### config.mk
export PLATFORM = sky130hd
export DESIGN_NAME = video_timing_to_axis
export DESIGN_NICKNAME = d
export VERILOG_FILES = /design/src/rtl/video_pkg.sv /design/src/rtl/sync_fifo.sv /design/src/rtl/video_timing_to_axis.sv
export SDC_FILE = /design/constraint.sdc
export NUM_CORES = 1
export LEC_CHECK = 0
export BUFFER_PORTS_ARGS = -buffer_cell sky130_fd_sc_hd__clkbuf_2
export CAP_MARGIN = 20
export CORE_ASPECT_RATIO = 1.75
export CORE_UTILIZATION = 35
export CTS_BUF_LIST = sky130_fd_sc_hd__clkbuf_4
export DETAILED_ROUTE_END_ITERATION = 6
export GPL_ROUTABILITY_DRIVEN = 0
export MAX_ROUTING_LAYER = met4
export SLEW_MARGIN = 30
export SYNTH_ARGS = -nofsm -noshare
export SYNTH_HDL_FRONTEND = slang
export SYNTH_HIERARCHICAL = 1
export SYNTH_SLANG_ARGS = --single-unit
### constraint.sdc
create_clock -name clk -period 12.8 [get_ports clk]
set_input_delay 1.28 -clock clk [delete_from_list [all_inputs] [get_ports clk]]
set_output_delay 1.28 -clock clk [all_outputs]
set_load 0.05 [all_outputs]
### src/rtl/video_pkg.sv
// Shared types for the parallel-video to AXI4-Stream front end.
package video_pkg;

  localparam int DATA_WIDTH_DEF = 24;

  typedef logic [DATA_WIDTH_DEF-1:0] pixel_t;

  typedef struct packed {
    logic   tuser;
    logic   tlast;
    pixel_t data;
  } stream_entry_t;

  typedef enum logic [1:0] {
    IDLE   = 2'd0,
    ACTIVE = 2'd1,
    DROP   = 2'd2
  } state_t;

  // Width needed to index v items; never returns less than 1 so V_ACTIVE=1 still gets a bit.
  function automatic int clog2(input int v);
    int r;
    r = 0;
    for (int i = 0; i < 31; i++) begin
      if ((1 << i) < v) r = i + 1;
    end
    return (r < 1) ? 1 : r;
  endfunction

endpackage

### src/rtl/sync_fifo.sv
// First-word-fall-through synchronous FIFO with occupancy count; reset flushes all state.
module sync_fifo
  import video_pkg::*;
#(
  parameter  int WIDTH = 8,
  parameter  int DEPTH = 16,
  localparam int AW    = clog2(DEPTH)
) (
  input  logic             clk,
  input  logic             rst,
  input  logic             wr_en,
  input  logic [WIDTH-1:0] din,
  input  logic             rd_en,
  output logic [WIDTH-1:0] dout,
  output logic [AW:0]      count
);

  localparam logic [AW:0] FULL_CNT = (AW+1)'(DEPTH);

  logic [WIDTH-1:0] r_mem [DEPTH];
  logic [AW-1:0]    r_wptr;
  logic [AW-1:0]    r_rptr;
  logic [AW:0]      r_count;
  logic             w_wr;
  logic             w_rd;

  assign w_wr = wr_en && (r_count != FULL_CNT);
  assign w_rd = rd_en && (r_count != '0);

  always_ff @(posedge clk or posedge rst) begin
    if (rst) begin
      for (int i = 0; i < DEPTH; i++) r_mem[i] <= '0;
      r_wptr  <= '0;
      r_rptr  <= '0;
      r_count <= '0;
    end else begin
      if (w_wr) begin
        r_mem[r_wptr] <= din;
        r_wptr        <= r_wptr + 1'b1;
      end
      if (w_rd) r_rptr <= r_rptr + 1'b1;
      case ({w_wr, w_rd})
        2'b10:   r_count <= r_count + 1'b1;
        2'b01:   r_count <= r_count - 1'b1;
        default: r_count <= r_count;
      endcase
    end
  end

  assign dout  = r_mem[r_rptr];
  assign count = r_count;

endmodule

### src/rtl/video_timing_to_axis.sv
// Parallel video (vsync/de/data) to AXI4-Stream with tuser=SOF, tlast=EOF/EOL,
// elastic FIFO for backpressure, overflow drop and short-frame resync on vsync.
module video_timing_to_axis
  import video_pkg::*;
#(
  parameter int DATA_WIDTH     = 24,
  parameter int H_ACTIVE       = 640,
  parameter int V_ACTIVE       = 480,
  parameter int FIFO_DEPTH     = 16,
  parameter int TLAST_PER_LINE = 0
) (
  input  logic                  clk,
  input  logic                  rst,
  input  logic                  vid_vsync,
  input  logic                  vid_de,
  input  logic [DATA_WIDTH-1:0] vid_data,
  output logic                  axis_video_tvalid,
  input  logic                  axis_video_tready,
  output logic [DATA_WIDTH-1:0] axis_video_tdata,
  output logic                  axis_video_tuser,
  output logic                  axis_video_tlast,
  output logic                  ovf_pulse,
  output logic                  frame_err_pulse
);

  localparam int XW = clog2(H_ACTIVE);
  localparam int YW = clog2(V_ACTIVE);
  localparam int CW = clog2(FIFO_DEPTH) + 1;
  localparam int EW = DATA_WIDTH + 2;

  localparam logic [XW-1:0] X_LAST   = XW'(H_ACTIVE - 1);
  localparam logic [YW-1:0] Y_LAST   = YW'(V_ACTIVE - 1);
  localparam logic [CW-1:0] FULL_CNT = CW'(FIFO_DEPTH);

  typedef struct packed {
    logic                  tuser;
    logic                  tlast;
    logic [DATA_WIDTH-1:0] data;
  } entry_t;

  logic                  r_vs;
  logic                  r_vs_d;
  logic                  r_de;
  logic [DATA_WIDTH-1:0] r_data;
  state_t                r_state;
  logic [XW-1:0]         r_x;
  logic [YW-1:0]         r_y;
  logic                  r_ovf;
  logic                  r_err;

  logic                  w_rise;
  logic [XW-1:0]         w_x;
  logic [YW-1:0]         w_y;
  logic                  w_x_last;
  logic                  w_y_last;
  logic                  w_take;
  logic                  w_full;
  logic                  w_push;
  logic                  w_ovf;
  logic                  w_pop;
  entry_t                w_in;
  entry_t                w_out;
  logic [EW-1:0]         w_dout;
  logic [CW-1:0]         w_count;

  always_ff @(posedge clk or posedge rst) begin
    if (rst) begin
      r_vs   <= 1'b0;
      r_vs_d <= 1'b0;
      r_de   <= 1'b0;
      r_data <= '0;
    end else begin
      r_vs   <= vid_vsync;
      r_vs_d <= r_vs;
      r_de   <= vid_de;
      r_data <= vid_data;
    end
  end

  // A vsync rise restarts the coordinates before the same-cycle pixel is placed.
  assign w_rise   = r_vs & ~r_vs_d;
  assign w_x      = w_rise ? '0 : r_x;
  assign w_y      = w_rise ? '0 : r_y;
  assign w_x_last = (w_x == X_LAST);
  assign w_y_last = (w_y == Y_LAST);

  assign w_take = r_de && (w_rise || (r_state == ACTIVE));
  assign w_full = (w_count == FULL_CNT);
  assign w_push = w_take && !w_full;
  assign w_ovf  = w_take && w_full;

  assign w_in.tuser = (w_x == '0) && (w_y == '0);
  assign w_in.tlast = w_x_last && ((TLAST_PER_LINE != 0) || w_y_last);
  assign w_in.data  = r_data;

  always_ff @(posedge clk or posedge rst) begin
    if (rst) begin
      r_state <= IDLE;
      r_x     <= '0;
      r_y     <= '0;
      r_ovf   <= 1'b0;
      r_err   <= 1'b0;
    end else begin
      r_ovf <= 1'b0;
      r_err <= w_rise && (r_state == ACTIVE);
      if (w_ovf) begin
        r_ovf   <= 1'b1;
        r_state <= DROP;
        r_x     <= w_x;
        r_y     <= w_y;
      end else if (w_push) begin
        if (w_x_last) begin
          r_x <= '0;
          if (w_y_last) begin
            r_y     <= '0;
            r_state <= IDLE;
          end else begin
            r_y     <= w_y + 1'b1;
            r_state <= ACTIVE;
          end
        end else begin
          r_x     <= w_x + 1'b1;
          r_y     <= w_y;
          r_state <= ACTIVE;
        end
      end else if (w_rise) begin
        r_state <= ACTIVE;
        r_x     <= '0;
        r_y     <= '0;
      end
    end
  end

  sync_fifo #(
    .WIDTH (EW),
    .DEPTH (FIFO_DEPTH)
  ) u_fifo (
    .clk   (clk),
    .rst   (rst),
    .wr_en (w_push),
    .din   (w_in),
    .rd_en (w_pop),
    .dout  (w_dout),
    .count (w_count)
  );

  assign w_out             = entry_t'(w_dout);
  assign axis_video_tvalid = (w_count != '0);
  assign w_pop             = axis_video_tvalid && axis_video_tready;
  assign axis_video_tdata  = w_out.data;
  assign axis_video_tuser  = w_out.tuser;
  assign axis_video_tlast  = w_out.tlast;
  assign ovf_pulse         = r_ovf;
  assign frame_err_pulse   = r_err;

endmodule

==> flow_summary_export.csv, run 1 <==
group,metric,value,unit
clock_network,root_buffer,"clkbuf_4",
yosys,ys_types,54,
finish,layout_common_cells,"dfrtp_1, mux2_2, mux2_4, clkbuf_4, mux4_2",
timing,slew_violations,0,
route,drt_wl_total,55980,um
timing,finalSetupTns,0,ns
finish,fin_cells,2364,
global_routing,grt_antenna_before_repair,2,
timing,finalHoldViolations,0,
yosys,synth-seq-area-share,53.39,%
global_routing,grt_pass1_wl,87520,um
finish,area_growth,9.458,%
setup_path,path_class,"register to output pin",
yosys,avgSynthCellArea,16.08,um2
timing,worstMarginPinSlew,0.9085,ns
timing,skew,0.02688,ns
power_and_ir_drop,ir_drop,0.0001659,V
yosys,yosys-top-cells-area,"dfrtp_1, mux2_4, mux2_2",
clock_network,clk_pin_slew,0.07,ns
finish,drive_above_1_share,52.12,%
yosys,synth_seq_cells,479,
setup_path,crit_path_end_kind,"output pin",
route,num_vias,12633,
clock_network,htree_levels,3,
finish,finalNetCount,1523,
place,hpwl,31590,um
die,row_count,122,
route,drc,6,
timing,fin_crit_sh,39.86,%
die,fp.dieW,193.4,um
route,wl_per_cell,23.68,um
power_and_ir_drop,power.leakage,10.99,nW
yosys,postSynthCellCount,1396,
clock_network,cts_tree,"yes",
timing,max_freq,0.1960,GHz
setup_path,cp-start-kind,"register",
timing,setup_viol,0,
worst_hold_path,hold_path.class,"register to register",
place,place_area,23110,um2
power_and_ir_drop,p_total,0.006481,W
yosys,ys_warn_count,6,
die,io_pins,58,
outcome,violations,"design-rule violations",
timing,rsz0062_at_grt,"false",
die,coreArea,63350,um2
flow_run,maxCapViolations,0,
finish,final_cell_area,24570,um2
clock_network,post_cts_buffers,0,
die,start_util,35.44,%
route,drt-initial-drc-count,659,
setup_path,cp_max_fo,59,
timing,fin_hold_ws,0.3949,ns
place,dp_cells,2167,
place,portBuffers,57,
setup_path,crit_required,11.52,ns
clock_network,clock-sinks,479,
power_and_ir_drop,pwr_density_cell,263.7,nW/um2
clock_network,clockBufferDepth,3,
timing,slew_headroom,39.21,%
yosys,synth_area,22450,um2
die,dieHeight,337.0,um
timing,period_minus_slack,5.103,ns
route,vias_per_cell,5.344,
global_routing,track_usage,18.35,%
global_routing,grt_max_degree,149,
clock_network,insertion_delay,0.88,ns
global_routing,grt_overflow,0,
yosys,synth_top_cell_area_share,53.39,%
route,dr.pass1.iters,7,
clock_network,cts_resized,0,
clock_network,cts_made_buffers,119,
yosys,yosysTopAreaCell,"dfrtp_1",
clock_network,ctsHoldBuffers,0,
outcome,status,"finished with violations",
global_routing,grt_pass1_vias,14267,
yosys,synth.net_count,1436,
die,die-area,65200,um2
route,ant_nets,0,
setup_path,arrival,3.82,ns
finish,layout_commonest_cell,"dfrtp_1",
==> sequential cells by signal, indices dropped and copies added (netlist names) <==
| register | count |
|---|---|
| r_vs | 1 |
| u_fifo/r_wptr | 4 |
| r_vs_d | 1 |
| r_state | 2 |
| r_de | 1 |
| frame_err_pulse | 1 |
| u_fifo/count | 5 |
| u_fifo/r_mem | 416 |
| r_data | 24 |
| ovf_pulse | 1 |
| r_y | 9 |
| u_fifo/r_rptr | 4 |
| r_x | 10 |
==> report_power, final <==
part / internal [W] / switching (W)
combinational: 0.00136 / 0.00132
sequential: 0.00214 / 0.000425
clock: 0.000633 / 0.000606
total: 0.00413 / 0.00235
==> final cells by class <==
class / count / area [um2]
tap: 806 / 1008
multi-input combinational: 790 / 9563
antenna: 2 / 5.005
timing repair buffer: 81 / 521.8
fill: 5853 / 38780
inverter: 12 / 48.80
clock inverter: 20 / 125.1
sequential: 479 / 11990
clock buffer: 174 / 1306
==> cell usage after synthesis (all sizes together) <==
cell     number
xnor2         7
a221oi        2
and2b         1
a21oi        10
o21a          1
nor2         15
o2111ai       1
mux4        104
or4           1
nor2b         9
xor2         11
nand2        52
nor4          9
a31oi         4
mux2        418
o21ai        12
nor3          5
and3         15
inv          12
nor3b         1
or3           2
a21o          1
a21boi        2
a32o          1
nand4         6
nand3b        2
ha           11
o211a         1
nor4b         1
mux2i         2
a22oi        54
nand2b        5
buf          77
dfrtp       479
and2          3
nand3        18
or3b          2
o22ai         1
clkbuf       38
==> worst max-delay path, cell delays in order, from the launching register on <==
cell and delay [ns]:
dfrtp_4 0.99, buf_6 0.66, mux4_2 0.61, a22oi_1 0.21, nand2_1 0.17, clkbuf_2 0.28
==> kinds of logic after synthesis <==
kind of cell               share of synthesized area (%)
AOI/OAI and AO/OA                                  2.820
xor gates and xnor gates                          0.7023
adders and majority gates                         0.6131
buffers and inverters                              4.202
DFF                                                53.39
muxes                                              34.50
and+or+nand+nor                                    3.768
==> per-layer routing <==
metal  vias up  share of wire, %  track usage, %
li1       5379                 -               -
met1      6845                42           21.72
met2       314                51           30.41
met3        95               4.7           3.801
met4         0               3.1           7.694
met5         -                 0               -
==> worst paths after layout <==
path	from	slack, ns	depth (start not counted)	to
setup / recovery	u_fifo/r_rptr[1]	7.70	5	axis_video_tdata[11]
hold reg to reg	r_vs	0.39	0	r_vs_d
setup reg to reg	r_vs_d	8.74	12	u_fifo/count[4]
min in group asynchronous	rst	0.72	3	r_data[21]
hold / removal	r_vs	0.39	0	r_vs_d
max in group asynchronous	rst	10.17	5	u_fifo/r_mem[211]
==> per-stage QoR <==
stage | worst slack, ns | util, %
detailed placement | 8.284 | 36.49
floorplan | 5.729 | -
global route | 7.491 | 38.79
global placement | 8.281 | 36.39
finish | 7.697 | 38.79
CTS | 7.593 | 38.75
(Power assumes the default switching activity.)
==> run 2: changes to the inputs <==
--- a/config.mk
+++ b/config.mk
@@ -5,6 +5,7 @@
 export SDC_FILE = /design/constraint.sdc
 export NUM_CORES = 1
 export LEC_CHECK = 0
+export ABC_AREA = 1
 export BUFFER_PORTS_ARGS = -buffer_cell sky130_fd_sc_hd__clkbuf_2
 export CAP_MARGIN = 20
 export CORE_ASPECT_RATIO = 1.75
==> constraint.sdc (replaced) <==
create_clock -name clk -period 4.3 [get_ports clk]
set_input_delay 0.43 -clock clk [delete_from_list [all_inputs] [get_ports clk]]
set_output_delay 0.43 -clock clk [all_outputs]
set_load 0.05 [all_outputs]
==> run 2 against run 1 <==
The run still ends with design-rule violations left. Final cell count increased by 51%. Combinational power rose to 3.1 times the previous value. Sequential power increased to 2.8 times the previous value. Register-to-register slack got worse by 7.4 ns. Non-clock buffer count grew 35.
==> flow_summary_export.csv, run 2 <==
group,metric,value,unit
finish,drive_above_1_share,12.96,%
route,drc,3,
place,pre_cts_slack,1.366,ns
clock_network,insertion_delay,0.84,ns
finish,multi_input_area,8712,um2
power_and_ir_drop,power.leakage,11.70,nW
clock_network,clk_pin_slew,0.07,ns
yosys,async_flop_share,100.0,%
timing,max_freq,0.2779,GHz
setup_path,ff2ff_setup_slack,1.30,ns
die,start_util,35.47,%
timing,slew_headroom,38.43,%
outcome,violations,"design-rule violations",
yosys,ys_warn_count,6,
clock_network,cts_made_buffers,108,
yosys,ys_types,38,
clock_network,cts_tree,"yes",
clock_network,clockBufferDepth,3,
setup_path,rr_startpoint,"r_vs_d",
yosys,yosysTopAreaCell,"dfrtp_1",
place,hpwl,35100,um
finish,largest_reg_flops,416,
yosys,synth_seq_cells,479,
route,drt-initial-drc-count,1587,
finish,layout_common_cells,"nand2_1, dfrtp_1, o21ai_0, nor2_1, o21ai_1",
die,coreArea,63350,um2
setup_path,rr_endpoint,"u_fifo/r_mem[48]",
place,portBuffers,57,
global_routing,grt_pass1_wl,100900,um
yosys,avgSynthCellArea,8.438,um2
die,row_count,122,
finish,fillerInstances,6428,
outcome,status,"finished with violations",
setup_path,cp_cell_sequence,"buf_12, buf_16, nor2_1, nor2_1, o21ai_0, nand3_1, nand3_1, nand2_1, clkbuf_2",
route,dr.pass1.iters,7,
clock_network,post_cts_buffers,0,
yosys,synth_area,22470,um2
finish,max_flop_register,"u_fifo/r_mem",
finish,top_regs,"u_fifo/r_mem x416, r_data x24, r_x x10",
setup_path,arrival,3.17,ns
setup_path,crit_required,3.87,ns
timing,setup_viol,0,
global_routing,grt_pass1_vias,18235,
power_and_ir_drop,pwr_density_cell,780.2,nW/um2
finish,fin_cells,3577,
die,fp.dieW,193.5,um
global_routing,track_usage,20.16,%
yosys,synthFlopType,"dfrtp_1",
place,dp_cells,3359,
global_routing,grt_max_degree,219,
timing,finalHoldViolations,0,
finish,area_growth,9.583,%
timing,finalSetupTns,0,ns
timing,worstMarginPinSlew,0.9236,ns
flow_run,maxCapViolations,0,
timing,slew_violations,0,
clock_network,htree_levels,3,
finish,utilization,38.87,%
finish,layout_commonest_cell,"nand2_1",
die,io_pins,58,
yosys,yosys-top-cells-count,"nand2_1, dfrtp_1, o21ai_0",
setup_path,slowest_delay,0.46,ns
timing,fin_crit_sh,83.70,%
route,drt_wl_total,62540,um
setup_path,cp-start-kind,"register",
route,ant_nets,0,
timing,skew,0.04215,ns
yosys,synth.most_common_cell,"nand2_1",
yosys,postSynthCellCount,2663,
clock_network,clock-sinks,479,
worst_hold_path,hold_path.class,"primary input to async pin",
global_routing,grt_overflow,0,
power_and_ir_drop,ir_drop,0.0004045,V
timing,period_minus_slack,3.599,ns
yosys,synth_top_cell_area_share,53.34,%
route,num_vias,18503,
yosys,yosys-top-cells-area,"dfrtp_1, nand2_1, o21ai_0",
finish,finalNetCount,2733,
setup_path,cp_max_fo,146,
die,die-area,65260,um2
timing,fin_ws,0.7010,ns
yosys,synth-seq-area-share,53.34,%
setup_path,cpMaxStageDelayCell,"dfrtp_4",
route,wl_per_cell,17.48,um
clock_network,root_buffer,"clkbuf_4",
setup_path,reg2regPathDepth,11,
finish,seqCellArea,11990,um2
clock_network,cts_resized,0,
die,dieHeight,337.2,um
route,vias_per_cell,5.173,
timing,rsz0062_at_grt,"false",
setup_path,path_class,"register to output pin",
yosys,synth.net_count,2703,
setup_path,crit_path_end_kind,"output pin",
global_routing,grt_antenna_before_repair,1,
timing,fin_hold_ws,0.1823,ns
yosys,synth_edf_count,0,
==> run 2: changes by cell type after synthesis, moves of 42 or more <==
cell	previous run	this run
nand3_1	14	179
mux4_2	104	0
o21ai_0	12	339
mux2_2	231	0
inv_1	12	152
a22oi_1	54	0
nor2_1	15	313
clkbuf_1	38	80
nand2_1	52	606
o21ai_1	0	191
o211ai_1	0	72
mux2_4	180	0
==> run 2: worst max path at each step <==
stage               cells after the start                   end  slack [ns]        startpoint
finish                                  9      axis_video_tuser        0.70  u_fifo/r_rptr[0]
CTS                                     9  axis_video_tdata[19]        0.63  u_fifo/r_rptr[0]
global placement                       11     u_fifo/r_mem[412]        1.39            r_vs_d
floorplan                               1       u_fifo/count[0]       -1.92               rst
detailed placement                     11      u_fifo/r_mem[48]        1.37            r_vs_d
global route                            9   axis_video_tdata[1]        0.50  u_fifo/r_rptr[0]
==> run 2: worst max-delay path, delay by kind of cell, from the launching register on <==
kind	cells	cell delay [ns]
AOI/OAI and AO/OA	1	0.10
and+or+nand+nor	5	0.59
DFF	1	0.46
buffers and inverters	3	1.06
==> run 2: per-layer routing <==
metal	up-vias	global-route usage [%]	part of all wire [%]
met3	133	2.813	5.5
li1	8822	-	-
met1	8957	24.00	42
met4	0	8.017	2.9
met2	591	34.43	50
met5	-	-	0
==> run 2: cells by family (layout without fill, tap and decap cells) <==
kind of cell    Yosys count  after routing  share of synthesized area, %
compound gates          648            648                         15.93
xor+xnor                 12             12                        0.4677
fa+ha+maj                11             11                        0.6125
buf+inv                 360            467                         7.974
flops                   479            479                         53.34
other cells               0              1                             0
simple gates           1153           1153                         21.68
==> run 2: cell type report <==
cell class / count / share of cell area (%)
sequential: 479 / 48.70
multi-input combinational: 1824 / 35.38
clock buffer: 172 / 5.244
tap: 806 / 4.096
timing repair buffer: 116 / 3.760
inverter: 164 / 2.566
clock inverter: 15 / 0.2388
antenna: 1 / 0.01016
==> run 2: metrics by stage <==
| step | power (W) | instance area (um2) |
|---|---|---|
| detailed placement | 0.01568 | 22940 |
| global route | 0.02077 | 24620 |
| finish | 0.01921 | 24620 |
| global placement | 0.01549 | 22940 |
| floorplan | 0.01351 | 22470 |
| CTS | 0.01936 | 24570 |
==> run 2: where the power goes <==
group	switching [W]	internal (W)	total, W	leakage [nW]
sequential	0.000971	0.00624	0.00721	6.16
combinational	0.00588	0.00256	0.00844	4.72
clock	0.00176	0.00179	0.00355	0.820
total	0.00861	0.0106	0.0192	11.7
==> run 2: what timing repair did <==
action	4_1_cts	5_1_grt
hold buffers	28	0
endpoints found under the hold margin	102	0
setup endpoints to repair	0	0
